`config.mk`:
```
export PLATFORM = sky130hd
export DESIGN_NAME = sram_arbiter
export DESIGN_NICKNAME = d
export VERILOG_FILES = /design/src/rtl/sram_arbiter.sv
export SDC_FILE = /design/constraint.sdc
export NUM_CORES = 1
export LEC_CHECK = 0
export ABC_CLOCK_PERIOD_IN_PS = 2300
export BUFFER_PORTS_ARGS = -buffer_cell sky130_fd_sc_hd__buf_4
export CORE_UTILIZATION = 41
export DETAILED_ROUTE_END_ITERATION = 12
export GPL_ROUTABILITY_DRIVEN = 0
export PLACE_DENSITY_LB_ADDON = 0.15
export SETUP_SLACK_MARGIN = 0.1
export SLEW_MARGIN = 20
export SYNTH_ARGS = -nofsm -noshare
export SYNTH_HDL_FRONTEND = slang
export SYNTH_SLANG_ARGS = --single-unit
```
`constraint.sdc`:
```
create_clock -name Clk -period 2.3 [get_ports Clk]
set_clock_uncertainty 0.15 [all_clocks]
set_input_delay 0.115 -clock Clk [delete_from_list [all_inputs] [get_ports Clk]]
set_output_delay 0.115 -clock Clk [all_outputs]
set_load 0.03 [all_outputs]
```
`src/rtl/sram_arbiter.sv`:
```
// Two-port round-robin arbiter in front of a single SRAM port.
// Each access holds address, data and one strobe for ACC_CYCLES cycles.
module sram_arbiter #(
    parameter int ACC_CYCLES = 3,
    parameter int AW         = 16,
    parameter int DW         = 16
) (
    input  logic          Clk,
    input  logic          Reset,
    input  logic          req0,
    input  logic          req1,
    input  logic          we0,
    input  logic          we1,
    input  logic [AW-1:0] addr0,
    input  logic [AW-1:0] addr1,
    input  logic [DW-1:0] wdata0,
    input  logic [DW-1:0] wdata1,
    output logic          done0,
    output logic          done1,
    output logic [DW-1:0] rdata,
    output logic [AW-1:0] ADDR,
    output logic [DW-1:0] Data_to_SRAM,
    output logic          OE,
    output logic          WE,
    input  logic [DW-1:0] Data_from_SRAM,
    output logic          busy,
    output logic          owner
);

    typedef enum logic [1:0] {
        S_IDLE,
        S_ACCESS,
        S_RESP
    } state_t;

    localparam logic [3:0] CNT_INIT = 4'(ACC_CYCLES - 1);

    state_t        r_state;
    state_t        w_next;
    logic          r_last;
    logic          r_we;
    logic [3:0]    r_cnt;
    logic          w_any;
    logic          w_win;
    logic          w_we;
    logic [AW-1:0] w_addr;
    logic [DW-1:0] w_wdata;

    // On a tie the port that did not finish last wins
    assign w_any   = req0 | req1;
    assign w_win   = (req0 & req1) ? ~r_last : req1;
    assign w_we    = w_win ? we1 : we0;
    assign w_addr  = w_win ? addr1 : addr0;
    assign w_wdata = w_win ? wdata1 : wdata0;
    assign busy    = (r_state != S_IDLE);

    always_ff @(posedge Clk or negedge Reset) begin
        if (!Reset) begin
            r_state <= S_IDLE;
        end else begin
            r_state <= w_next;
        end
    end

    always_comb begin
        w_next = r_state;
        unique case (r_state)
            S_IDLE: begin
                if (w_any) begin
                    w_next = S_ACCESS;
                end
            end
            S_ACCESS: begin
                if (r_cnt == 4'd0) begin
                    w_next = S_RESP;
                end
            end
            S_RESP: begin
                w_next = S_IDLE;
            end
            default: begin
                w_next = S_IDLE;
            end
        endcase
    end

    always_ff @(posedge Clk or negedge Reset) begin
        if (!Reset) begin
            r_last       <= 1'b1;
            r_we         <= 1'b0;
            r_cnt        <= 4'd0;
            owner        <= 1'b0;
            ADDR         <= '0;
            Data_to_SRAM <= '0;
            rdata        <= '0;
            OE           <= 1'b0;
            WE           <= 1'b0;
            done0        <= 1'b0;
            done1        <= 1'b0;
        end else begin
            done0 <= 1'b0;
            done1 <= 1'b0;
            unique case (r_state)
                S_IDLE: begin
                    if (w_any) begin
                        owner        <= w_win;
                        r_we         <= w_we;
                        ADDR         <= w_addr;
                        Data_to_SRAM <= w_wdata;
                        OE           <= ~w_we;
                        WE           <= w_we;
                        r_cnt        <= CNT_INIT;
                    end
                end
                S_ACCESS: begin
                    if (r_cnt != 4'd0) begin
                        r_cnt <= r_cnt - 4'd1;
                    end else begin
                        if (!r_we) begin
                            rdata <= Data_from_SRAM;
                        end
                        OE    <= 1'b0;
                        WE    <= 1'b0;
                        done0 <= ~owner;
                        done1 <= owner;
                    end
                end
                S_RESP: begin
                    r_last <= owner;
                end
                default: begin
                end
            endcase
        end
    end

endmodule

```
==> results of run 1 <==
==> synth_stat cells, drive strengths merged (2+ instances only) <==
cell    count
mux2i       6
a21boi      2
buf         7
nand3       2
ha          2
nor3        2
mux2       81
nor2        4
nand2b      2
clkbuf      3
dfrtp      60
inv         4
o21ai       4
==> registers in the layout, indices dropped and copies added (netlist names) <==
name          cells
OE                1
r_we              1
r_last            1
rdata            16
Data_to_SRAM     16
done0             1
done1             1
ADDR             16
WE                1
owner             1
r_state           2
r_cnt             4
==> metal layers <==
layer,vias up,track usage (%)
met4,0,9.40
li1,1099,-
met5,-,0
met1,1098,22.7
met2,73,40.8
met3,15,4.77
==> power by group through the flow <==
stage	logic [mW]	registers (mW)	clock network, mW
after global routing	3.36	2.01	1.15
final	3.20	1.93	1.07
after global placement	3.07	1.92	0
after CTS	3.21	1.94	1.08
after floorplan	1.08	2.83	0
after detailed placement	3.12	1.95	0
==> how the worst max path moves through the flow <==
stage          startpoint        end  slack (ps)  cells after the start
6_report         r_cnt[0]   rdata[8]         190                      5
5_1_grt          r_cnt[1]   rdata[8]         110                      5
4_1_cts          r_cnt[1]   rdata[8]         180                      5
3_5_place_dp     r_cnt[1]   rdata[9]         190                      5
3_3_place_gp     r_cnt[0]   rdata[9]         240                      5
2_1_floorplan    r_cnt[0]  rdata[10]          40                      8
==> tightest hold or removal path: cells and delay by family <==
| kind | cells | cell delay, ps |
|---|---|---|
| buffers and inverters | 1 | 70 |
| muxes | 2 | 260 |
==> logic make-up (layout without fill, tap and decap cells) <==
family	after synthesis	after routing	share of synthesized area, %
compound gates	13	13	3.14
fa+ha+maj	2	2	0.884
buf+inv	14	223	3.14
flops	61	61	54.0
mux	87	87	35.7
simple gates	15	15	3.14
==> stage by stage <==
step           util [%]  hold slack, ps
3_5_place_dp       61.0            87.6
2_1_floorplan         -            -331
6_report           73.8            7.64
5_1_grt            73.8            1.66
4_1_cts            73.8           0.497
3_3_place_gp       61.0            85.7
==> area by class of cell <==
type                       instances  area (sq um)  share of cell area, %
clock buffer                      12           155                   3.24
inverter                           4          15.0                  0.313
sequential                        61          1530                   31.9
timing repair buffer             203          1700                   35.5
clock inverter                     4          70.1                   1.46
multi-input combinational        117          1230                   25.6
tap                               77          96.3                   2.01
==> flow_summary.toml, run 1 <==
[outcome]
status = "finished clean"

[layout]
insertedDiodeCount = 0
final_common_cell = "buf_4"
stdcell_count = 478
drive_gt1_share_pct = 61.1
fin_area_sq_um = 4790
final_nets = 484
fillCellCount = 439
area.growth.synth_to_final_pct = 69.5
most-common-layout-cells = "140 x buf_4, 71 x mux2_2, 61 x dlygate4sd3_1"

[job]
max_cap_viol_count = 0

[routing]
wl_microns = 7430
drt-initial-drc-count = 60
wl_met3_microns = 381
drt_first_pass_iters = 4
drc = 0
wl_per_cell_microns = 15.5
met1_length_microns = 2800
vias = 2285
post_drt_via_cell_ratio = 4.78
top_layer = "met4"
met2_wirelength_microns = 4100
ant_nets = 0

[global_routing]
grt-ovfl-total = 0
antenna_found_initial = 0
grt_max_degree = 62
first_global_vias = 2500
grt_pass1_wl_microns = 11900
grt_usage_pct = 21.5

[clock_tree]
cts_tree = "built"
clock-sinks = 61
cts_max_level = 3
clk_pin_slew_worst_paths_ps = 70
numCtsBuffers = 9
cts.hold.buffers_added = 61
postCtsSetupRepairBufs = 0
cts.path.max_buffers = 2
cts_resized = 0
insertion_delay_ps = 330
clockRootBuffer = "clkbuf_8"

[setup_path]
critical_path_buf_inv_count = 1
crit_slowest_cell = "or3_4"
critPathTopFamily = "simple AND/OR/NAND/NOR gates"
reg2reg_depth = 5
r2r-end = "rdata[8]"
cp_max_fo = 16
crit_arrival_ps = 2170
r2r_slack_ps = 190
reg2reg_from = "r_cnt[0]"
critPathKind = "reg -> reg"
start_kind = "register"
cp-end-kind = "register"
required_ps = 2360
cp_cell_sequence = "inv_2 -> ha_1 -> or3b_1 -> or3_4 -> mux2_4"
max_stage_delay_ps = 520

[timing]
rsz0062_at_grt = "false"
fmax_ghz = 0.474
tightestPinTransition_ps = 755
fin_tns_setup_ps = 0
hold_viol_final = 0
setup_viol = 0
setup_slack_ps = 188
maxSlewHeadroom_pct = 49.7
slew_violations = 0
post-route-period-util_pct = 91.8
min_period_ps = 2110

[power]
p_sw_share_pct = 38.9
leakagePower_nw = 2.29
seq_power_share_pct = 31.2
power.switching_mw = 2.41
combPwrFrac_pct = 51.6
ir_drop_v = 0.000804
power_mw = 6.20
p_int_mw = 3.79
powerDensity_nw_per_um2 = 1290
p_clk_share_pct = 17.2

[synthesis]
ys_seq_area_share_pct = 54.0
synth_edf_count = 0
ys_warn_count = 0
postSynthCellCount = 192
netlist_area_sq_um = 2830
synthArstFlopShare_pct = 100
synth_fp_nets = 280
synthesis.area_per_instance_sq_um = 14.7
synthTopCellsByArea = "dfrtp_1 53%, mux2_2 28%, mux2_4 5.3%, mux2i_1 2.1%, dfstp_2 0.93%"
synth-main-ff-cell = "dfrtp_1"
synth_top_area_cell = "dfrtp_1"
yosysTopAreaCellShare_pct = 53.1
ys_types = 31
ys_seq_elements = 61

[placed_design]
dp_hpwl_microns = 4630
place_ws_ps = 191
dpl_cell_area_sq_um = 3960
portBuffers = 139
dp.cells = 401

[hold_path]
holdPathStages = 3
hold_end = "ADDR[15]"
hold_class = "in -> reg"
min_from = "addr0[15]"

[floorplanning]
floorplan.initialDensity_pct = 43.6
num_io_pins = 140
placementRows = 29
die_w_microns = 85.1
die_y_microns = 85.1
core_area_sq_um = 6490
die-area_sq_um = 7240
(Power assumes the default switching activity.)
==> inputs of run 2 (changes only) <==
Settings changed: CORE_UTILIZATION 41 to 43, CTS_BUF_LIST set to sky130_fd_sc_hd__clkbuf_4.
==> flow_summary.toml, run 2 (synthesized netlist as in run 1, its figures left out) <==
[outcome]
status = "finished clean"

[setup_path]
critPathKind = "reg -> reg"
crit_slowest_cell = "or3_4"
critPathTopFamily = "simple AND/OR/NAND/NOR gates"
startpoint = "r_cnt[1]"
max_stage_delay_ps = 480
cp-end-kind = "register"
reg2reg_from = "r_cnt[1]"
cp_max_fo = 8
cp_cell_sequence = "inv_1 -> ha_1 -> or3b_1 -> or3_4 -> mux2_4"
r2r_slack_ps = 180
critical_path_buf_inv_count = 1
cp.depth = 5
required_ps = 2420
reg2reg_depth = 5
start_kind = "register"
timing.critical_path.to = "rdata[3]"
crit_arrival_ps = 2240
r2r-end = "rdata[3]"

[routing]
wl_per_cell_microns = 15.5
drt_first_pass_iters = 4
post_drt_via_cell_ratio = 4.81
drc = 0
drt-initial-drc-count = 45
vias = 2419
wl_microns = 7820
ant_nets = 0

[clock_tree]
cts_max_level = 3
postCtsSetupRepairBufs = 0
numCtsBuffers = 9
cts.path.max_buffers = 2
clk_pin_slew_worst_paths_ps = 90
insertion_delay_ps = 380
cts_tree = "built"
clock-sinks = 61
clockRootBuffer = "clkbuf_4"

[timing]
tightestPinTransition_ps = 758
rsz0062_at_grt = "true"
fin_tns_setup_ps = 0
hold_ws_ps = 55.7
fmax_ghz = 0.471
setup_viol = 0
post-route-period-util_pct = 92.2
slew_violations = 0
maxSlewHeadroom_pct = 49.5
hold_viol_final = 0
min_period_ps = 2120

[placed_design]
portBuffers = 139
dp.cells = 402
dp_hpwl_microns = 4400

[power]
power.switching_mw = 2.36
leakagePower_nw = 2.35
p_clk_share_pct = 10.3
powerDensity_nw_per_um2 = 1170
ir_drop_v = 0.000847
seq_power_share_pct = 33.4
p_int_mw = 3.40
p_sw_share_pct = 40.9
combPwrFrac_pct = 56.3

[floorplanning]
die_y_microns = 83.1
num_io_pins = 140
core_area_sq_um = 6350
placementRows = 29
die-area_sq_um = 6910
die_w_microns = 83.1
floorplan.initialDensity_pct = 44.6

[layout]
area.growth.synth_to_final_pct = 74.1
drive_gt1_share_pct = 57.9
fillCellCount = 389
stdcell_count = 503
multi_input_area_sq_um = 1240
final_nets = 509
most-common-layout-cells = "141 x buf_4, 84 x dlygate4sd3_1, 71 x mux2_2"
final_common_cell = "buf_4"
seq_area_sq_um = 1530
reg.largest.list = "ADDR x16, Data_to_SRAM x16, rdata x16"

[hold_path]
holdPathStages = 4
hold_class = "in -> reg"

[global_routing]
first_global_vias = 2681
grt_usage_pct = 24.2
grt_max_degree = 62
grt-ovfl-total = 0
grt_pass1_wl_microns = 12900
antenna_found_initial = 1

[job]
max_cap_viol_count = 0
run 2: layout make-up:
class	instances	share of cell area, %
flip-flops and latches	61	31.0
clock buffers	12	1.83
diodes	1	0.0508
well taps	77	1.96
inverters	4	0.305
repair buffers	227	39.4
clock inverters	3	0.279
multi-input cells	118	25.2
run 2: worst min-delay path by stage:
stage          start                to
2_1_floorplan  Reset           ADDR[0]
3_3_place_gp   Reset  Data_to_SRAM[11]
3_5_place_dp   Reset  Data_to_SRAM[11]
4_1_cts         req1          r_cnt[3]
5_1_grt         req1                OE
6_report        req1          r_cnt[3]
run 2: stage by stage:
stage | util, % | power, mW | setup slack (ps) | cell area, sq um
floorplan | - | 3.91 | 38.9 | 2830
finish | 77.6 | 5.76 | 179 | 4920
detailed placement | 62.5 | 5.06 | 172 | 3970
global route | 77.6 | 6.09 | 87.1 | 4920
global placement | 62.5 | 5.00 | 239 | 3970
CTS | 77.3 | 5.79 | 155 | 4910
run 2: power groups by stage:
stage          clock network, mW  logic, mW  registers (mW)
2_1_floorplan                  0       1.08            2.83
3_3_place_gp                   0       3.08            1.92
3_5_place_dp                   0       3.13            1.93
4_1_cts                    0.618       3.25            1.92
5_1_grt                    0.665       3.43            1.99
6_report                   0.594       3.24            1.93
run 2: timing repair:
| item | 4_1_cts | 5_1_grt |
|---|---|---|
| resized for setup | 0 | 1 |
| endpoints found under the hold margin | 110 | 0 |
| hold buffers | 84 | 0 |
| setup endpoints to repair | 0 | 10 |
run 2: tightest hold or removal path: stages:
cell and delay, ps:
buf_4 90, nor2_1 110, o21ai_0 170, mux2i_1 70
run 2: routing by layer:
metal	track usage (%)	vias to the layer above	share of wire, %	routed length (microns)
met3	7.85	16	4.9	380
met5	0	-	0	0
met2	45.2	82	55	4320
li1	-	1152	-	-
met1	25.4	1169	38	2950
met4	7.68	0	2.2	172
